### config.mk
export PLATFORM = sky130hd
export DESIGN_NAME = arm_source_scheduler
export DESIGN_NICKNAME = d
export VERILOG_FILES = /design/src/rtl/arm_source_scheduler.sv
export SDC_FILE = /design/constraint.sdc
export NUM_CORES = 1
export LEC_CHECK = 0
export BUFFER_PORTS_ARGS = -buffer_cell sky130_fd_sc_hd__buf_4
export CORE_MARGIN = 2
export CORE_UTILIZATION = 52
export CTS_CLUSTER_SIZE = 28
export DETAILED_ROUTE_END_ITERATION = 10
export PLACE_DENSITY = 0.75
export SLEW_MARGIN = 25
export SYNTH_ARGS = -nofsm -noshare
export SYNTH_HDL_FRONTEND = slang
export SYNTH_SLANG_ARGS = --single-unit
export TNS_END_PERCENT = 5
### constraint.sdc
create_clock -name clk -period 4 [get_ports clk]
set_clock_uncertainty 0.1 [all_clocks]
set_input_delay 0.2 -clock clk [delete_from_list [all_inputs] [get_ports clk]]
set_output_delay 0.2 -clock clk [all_outputs]
set_load 0.005 [all_outputs]
### src/rtl/arm_source_scheduler.sv
// arm_source_scheduler: debounced source select plus rate-limited handover
// between the position memory and the accelerometer. Each axis output slews
// toward a shared target register at most STEP counts per tick.
// Optional feature macro: ARM_SCHED_WATCHDOG_EN (accel sample watchdog that
// forces a fallback to memory).

// One axis: target register plus slewing output register.
module arm_sched_lane #(
  parameter int DATA_W = 10,
  parameter int STEP   = 4
) (
  input  logic              clk,
  input  logic              rst,
  input  logic              tick,
  input  logic              ld,
  input  logic [DATA_W-1:0] sample,
  output logic [DATA_W-1:0] out,
  output logic              near
);
  localparam logic [DATA_W-1:0] MID    = {1'b1, {(DATA_W-1){1'b0}}};
  localparam logic [DATA_W-1:0] STEP_V = DATA_W'(STEP);

  logic [DATA_W-1:0] tgt, diff;
  logic              up;

  // Distance to target; near means the next tick lands exactly on it.
  always_comb begin
    up   = tgt > out;
    diff = up ? (tgt - out) : (out - tgt);
    near = diff <= STEP_V;
  end

  // Target capture and per-tick slew; the slew uses the pre-edge target.
  always_ff @(posedge clk or posedge rst) begin
    if (rst) begin
      tgt <= MID;
      out <= MID;
    end else begin
      if (ld)   tgt <= sample;
      if (tick) out <= near ? tgt : (up ? out + STEP_V : out - STEP_V);
    end
  end
endmodule

module arm_source_scheduler #(
  parameter int DATA_W        = 10,
  parameter int TICK_DIV      = 500_000,
  parameter int STEP          = 4,
  parameter int HOLDOFF_TICKS = 8,
  parameter int WDOG_TICKS    = 50
) (
  input  logic              clk,
  input  logic              rst,
  input  logic              select_source,
  input  logic [DATA_W-1:0] x_mem,
  input  logic [DATA_W-1:0] y_mem,
  input  logic [DATA_W-1:0] z_mem,
  input  logic              mem_valid,
  input  logic [DATA_W-1:0] x_accel,
  input  logic [DATA_W-1:0] y_accel,
  input  logic [DATA_W-1:0] z_accel,
  input  logic              accel_valid,
  output logic [DATA_W-1:0] x_out,
  output logic [DATA_W-1:0] y_out,
  output logic [DATA_W-1:0] z_out,
  output logic              active_src,
  output logic              busy,
  output logic              fallback
);
  localparam int NUM_LANES = 3;
  localparam int TW = (TICK_DIV > 1) ? $clog2(TICK_DIV) : 1;
  localparam int HW = $clog2(HOLDOFF_TICKS + 1);

  typedef enum logic [1:0] {S_MEM, S_RAMP_ACCEL, S_ACCEL, S_RAMP_MEM} state_t;

  state_t                              state;
  logic                                sel_q1, sel_s;
  logic [TW-1:0]                       tcnt;
  logic                                tick;
  logic [HW-1:0]                       hold_cnt;
  logic                                new_smp;
  logic                                mismatch, hold_hit, sw_req, done, own_ld;
  logic [NUM_LANES-1:0][DATA_W-1:0]    mem_v, acc_v, smp_v, out_v;
  logic [NUM_LANES-1:0]                near_v;

  // Two-flop synchronizer for the raw switch.
  always_ff @(posedge clk or posedge rst) begin
    if (rst) begin
      sel_q1 <= 1'b0;
      sel_s  <= 1'b0;
    end else begin
      sel_q1 <= select_source;
      sel_s  <= sel_q1;
    end
  end

  // Free-running slew tick divider.
  always_ff @(posedge clk or posedge rst) begin
    if (rst)       tcnt <= '0;
    else if (tick) tcnt <= '0;
    else           tcnt <= tcnt + 1'b1;
  end
  assign tick = (tcnt == TW'(TICK_DIV - 1));

`ifdef ARM_SCHED_WATCHDOG_EN
  localparam int WW = $clog2(WDOG_TICKS + 1);
  logic [WW-1:0] wd_cnt;
  logic          wd_hit;
  assign wd_hit = tick && active_src && !accel_valid && (wd_cnt == WW'(WDOG_TICKS - 1));
`else
  // Watchdog depth has no effect in this build.
  logic unused_wdog;
  assign unused_wdog = ^WDOG_TICKS;
  assign fallback    = 1'b0;
`endif

  // Holdoff qualification and ramp-completion decode.
  always_comb begin
`ifdef ARM_SCHED_WATCHDOG_EN
    // In fallback the holdoff instead qualifies sel_s = 0 to re-arm accel.
    mismatch = fallback ? !sel_s : (sel_s != active_src);
`else
    mismatch = sel_s != active_src;
`endif
    hold_hit = tick && mismatch && (hold_cnt == HW'(HOLDOFF_TICKS - 1));
`ifdef ARM_SCHED_WATCHDOG_EN
    sw_req   = hold_hit && !fallback;
`else
    sw_req   = hold_hit;
`endif
    done     = tick && new_smp && (&near_v);
    own_ld   = active_src ? accel_valid : mem_valid;
  end

  // Handover FSM with registered active_src/busy/fallback.
  always_ff @(posedge clk or posedge rst) begin
    if (rst) begin
      state      <= S_MEM;
      active_src <= 1'b0;
      busy       <= 1'b0;
      hold_cnt   <= '0;
      new_smp    <= 1'b0;
`ifdef ARM_SCHED_WATCHDOG_EN
      fallback   <= 1'b0;
      wd_cnt     <= '0;
`endif
    end else begin
      if (!mismatch || hold_hit) hold_cnt <= '0;
      else if (tick)             hold_cnt <= hold_cnt + 1'b1;
      // A ramp may only finish once the new owner has delivered a sample.
      if (own_ld) new_smp <= 1'b1;
`ifdef ARM_SCHED_WATCHDOG_EN
      if (!active_src || accel_valid) wd_cnt <= '0;
      else if (tick)                  wd_cnt <= wd_cnt + 1'b1;
      if (fallback && hold_hit) fallback <= 1'b0;
`endif
      case (state)
        S_MEM: if (sw_req) begin
          state <= S_RAMP_ACCEL; active_src <= 1'b1; busy <= 1'b1; new_smp <= 1'b0;
        end
        S_ACCEL: if (sw_req) begin
          state <= S_RAMP_MEM; active_src <= 1'b0; busy <= 1'b1; new_smp <= 1'b0;
        end
        S_RAMP_ACCEL: if (sw_req) begin
          state <= S_RAMP_MEM; active_src <= 1'b0; new_smp <= 1'b0;
        end else if (done) begin
          state <= S_ACCEL; busy <= 1'b0;
        end
        S_RAMP_MEM: if (sw_req) begin
          state <= S_RAMP_ACCEL; active_src <= 1'b1; new_smp <= 1'b0;
        end else if (done) begin
          state <= S_MEM; busy <= 1'b0;
        end
        default: state <= S_MEM;
      endcase
`ifdef ARM_SCHED_WATCHDOG_EN
      if (wd_hit) begin
        state <= S_RAMP_MEM; active_src <= 1'b0; busy <= 1'b1;
        fallback <= 1'b1; new_smp <= 1'b0; wd_cnt <= '0;
      end
`endif
    end
  end

  assign mem_v = {z_mem, y_mem, x_mem};
  assign acc_v = {z_accel, y_accel, x_accel};
  assign smp_v = active_src ? acc_v : mem_v;

  for (genvar i = 0; i < NUM_LANES; i++) begin : g_lane
    arm_sched_lane #(.DATA_W(DATA_W), .STEP(STEP)) u_lane (
      .clk    (clk),
      .rst    (rst),
      .tick   (tick),
      .ld     (own_ld),
      .sample (smp_v[i]),
      .out    (out_v[i]),
      .near   (near_v[i])
    );
  end

  assign x_out = out_v[0];
  assign y_out = out_v[1];
  assign z_out = out_v[2];
endmodule

==> results.py <==
metrics = {
    "grt": {
        "grt_max_degree": 62,
        "antenna_found_initial": 0,
        "grt.overflow.total": 0,
        "grt_pass1_vias": 6653,
        "track_usage_pct": 23.9,
        "grt_pass1_wl_um": 31800,
    },
    "drt": {
        "avgViaCountPerCell": 5.66,
        "wire_per_inst_um": 15.2,
        "drt_iter0_drc": 506,
        "vias": 7029,
        "ant_nets": 0,
        "drc": 0,
        "first_pass_iters": 6,
        "routed_wirelength_um": 18900,
    },
    "critical_path": {
        "worstPathRequired_ns": 4.17,
        "critPathMaxFanout": 12,
        "r2r_end": "g_lane[2].u_lane.out[9]",
        "crit_path_start": "g_lane[2].u_lane.out[9]",
        "cp-start-kind": "register",
        "reg2reg_slack_ns": 0.29,
        "crit_end": "g_lane[2].u_lane.out[9]",
        "r2r_cells": 17,
        "crit_type": "reg -> reg",
        "cp_data_arrival_time_ns": 3.87,
        "cp-end-kind": "register",
        "worstReg2RegStart": "g_lane[2].u_lane.out[9]",
    },
    "timing": {
        "slew_headroom_pct": 49.3,
        "fin_crit_ns": 3.71,
        "setup_viol": 0,
        "max_freq_ghz": 0.270,
        "setup_ws_ns": 0.291,
        "worst_slew_pin_slew_ns": 0.761,
        "rsz0062_at_grt": "yes",
        "setup_tns_ns": 0,
        "drv_slew": 0,
        "finalHoldViolations": 0,
        "finalCritPeriodShare_pct": 92.7,
    },
    "status": {
        "run_status": "finished clean",
    },
    "final_layout": {
        "drive_gt1_share_pct": 17.7,
        "num_antenna_cells": 0,
        "layout.nets": 1204,
        "area_growth_syn_to_layout_pct": 17.1,
        "post-route-util_pct": 61.9,
        "fin_cells": 1242,
    },
    "die": {
        "core_mm2": 0.0151,
        "initial_core_util_pct": 52.9,
        "rows": 45,
        "die_w_um": 128,
        "chipHeight_um": 128,
        "dieArea_mm2": 0.0164,
        "io_pins": 98,
    },
    "power": {
        "p_switching_mw": 0.831,
        "power_mw": 2.65,
        "cellPowerDensity_mw_per_mm2": 282,
        "cellLeakagePower_nw": 4.37,
        "clkPwrFrac_pct": 36.5,
        "ir_drop_mv": 0.308,
        "p_sw_share_pct": 31.4,
        "pwr-share-comb_pct": 26.7,
        "p_seq_share_pct": 36.8,
        "internal_power_mw": 1.82,
    },
    "logic_synthesis": {
        "ys.flop_type": "dfrtp_1",
        "avgSynthCellArea_um2": 8.40,
        "synth_top_area_share_pct": 26.3,
        "synth-seq-cells": 90,
        "yosysWarnings": 0,
        "ys_top_cells_by_area": "dfrtp_1, ha_1, mux2i_1",
        "synth_most_common_cell": "nand2_1",
        "synth_common_cells": "nand2_1, dfrtp_1, inv_1, ha_1, o21ai_0",
        "synth.distinct_cells": 87,
        "synth_area_leader_cell": "dfrtp_1",
        "syn_nets": 1108,
        "syn_inst": 953,
        "synth_area_mm2": 0.00801,
        "synth_edf_count": 0,
        "ys_seq_area_share_pct": 28.2,
        "async_reset_ff_share_pct": 100,
    },
    "clocking": {
        "tritoncts": "yes",
        "root_buffer": "clkbuf_16",
        "clk_path_buf_depth": 2,
        "clkSinkCount": 90,
        "cts_buffers": 9,
        "clkTransAtPathRegs_ns": 0.07,
        "htreeDepth": 3,
        "clock_latency_ns": 0.36,
    },
    "worst_hold_path": {
        "worst_hold_path_type": "in -> reg",
    },
    "flow_run": {
        "cap_violations": 0,
    },
    "placed_design": {
        "dp_slack_ns": 0.0567,
        "dp.cells": 1221,
        "hpwlAfterDp_um": 14000,
        "place.gp.congestion": 0.898,
        "numPortBuffers": 96,
    },
}
## worst max-delay path, cell delays in order, from the launching register on
cell and delay [ns]:
dfstp_2 0.54, inv_1 0.07, ha_1 0.36, and4_1 0.31, nand3_1 0.16, o31a_1 0.26, nand2_4 0.16, ha_1 0.30
a21o_1 0.15, a21o_1 0.19, a21oi_1 0.15, nor2_1 0.06, nor2_1 0.15, o21ai_0 0.14, xnor2_1 0.21, nor2_1 0.06
mux2i_1 0.13, o22ai_1 0.10
## kinds of logic (layout without fill, tap and decap cells)
family                     Yosys count  in the layout  synth area share [%]
AOI/OAI and AO/OA                  265            265                  21.2
xor gates and xnor gates            51             51                  5.58
adders and majority gates           90             90                  14.9
buffers and inverters              126            227                  6.59
DFF                                 90             90                  28.2
muxes                               47             47                  5.95
other                                1              1                0.0468
and+or+nand+nor                    283            283                  17.5
## registers in the layout (all words and copies together), names as in the netlist
signal / flops
hold_cnt: 4
tcnt: 19
g_lane.u_lane.tgt: 30
sel_s: 1
active_src: 1
busy: 1
new_smp: 1
sel_q1: 1
state: 2
g_lane.u_lane.out: 30
## through the flow
stage / hold WS [ns] / area [um2]
2_1_floorplan: 0.131 / 8010
3_3_place_gp: 0.211 / 8960
3_5_place_dp: 0.210 / 8960
4_1_cts: 0.0236 / 9320
5_1_grt: 0.0405 / 9370
6_report: 0.0248 / 9370
## final cells by class
class / instances / area [um2]
clock buffers: 9 / 225
clock inverters: 7 / 109
fillers: 1380 / 5770
inverters: 85 / 322
multi-input cells: 737 / 5270
flip-flops and latches: 90 / 2260
well taps: 188 / 235
repair buffers: 126 / 951
## per-layer routing
layer	vias up	GRT usage (%)	part of all wire (%)	wire, um
li1	3529	-	-	-
met1	3332	33.4	49	9250
met2	150	39.4	46	8800
met3	18	3.34	3.6	683
met4	0	5.56	1.1	209
met5	-	0	0	0
## power by group through the flow
| stage | logic (mW) | registers, mW | clock network (mW) |
|---|---|---|---|
| floorplan | 0.516 | 0.979 | 0 |
| global placement | 0.671 | 0.989 | 0 |
| detailed placement | 0.682 | 0.991 | 0 |
| CTS | 0.690 | 0.974 | 0.983 |
| global route | 0.790 | 0.978 | 1.01 |
| finish | 0.707 | 0.974 | 0.965 |
## repair_timing
action | 4_1_cts | 5_1_grt
gates resized for setup | 0 | 12
buffers inserted | 0 | 3
hold buffers | 2 | 0
endpoints found under the hold margin | 56 | 0
endpoints found under the setup margin | 0 | 5
## placed cells by master, fill, tap and decap left out, types with 12 or more instances in the layout
master and instances:
buf_4 124, nand2_1 102, dfrtp_1 83, inv_1 82, o21ai_0 80, ha_1 79, a21oi_1 61, nor2_1 59
mux2i_1 44, xnor2_1 32, xor2_1 19, nor3_1 18, a21o_1 16, nand3_1 16, a31oi_1 15, o21ai_1 14
nand2b_1 12
## worst min-delay path by stage
stage             startpoint                 endpoint  slack [ns]  depth (start not counted)
2_1_floorplan  select_source                   sel_q1        0.13                          0
3_3_place_gp   select_source                   sel_q1        0.21                          1
3_5_place_dp   select_source                   sel_q1        0.21                          1
4_1_cts             y_mem[7]  g_lane[1].u_lane.tgt[7]        0.02                          3
5_1_grt           y_accel[7]  g_lane[1].u_lane.tgt[7]        0.04                          3
6_report            y_mem[8]  g_lane[1].u_lane.tgt[8]        0.02                          3
Note: power is estimated with default switching activity, not from simulation.
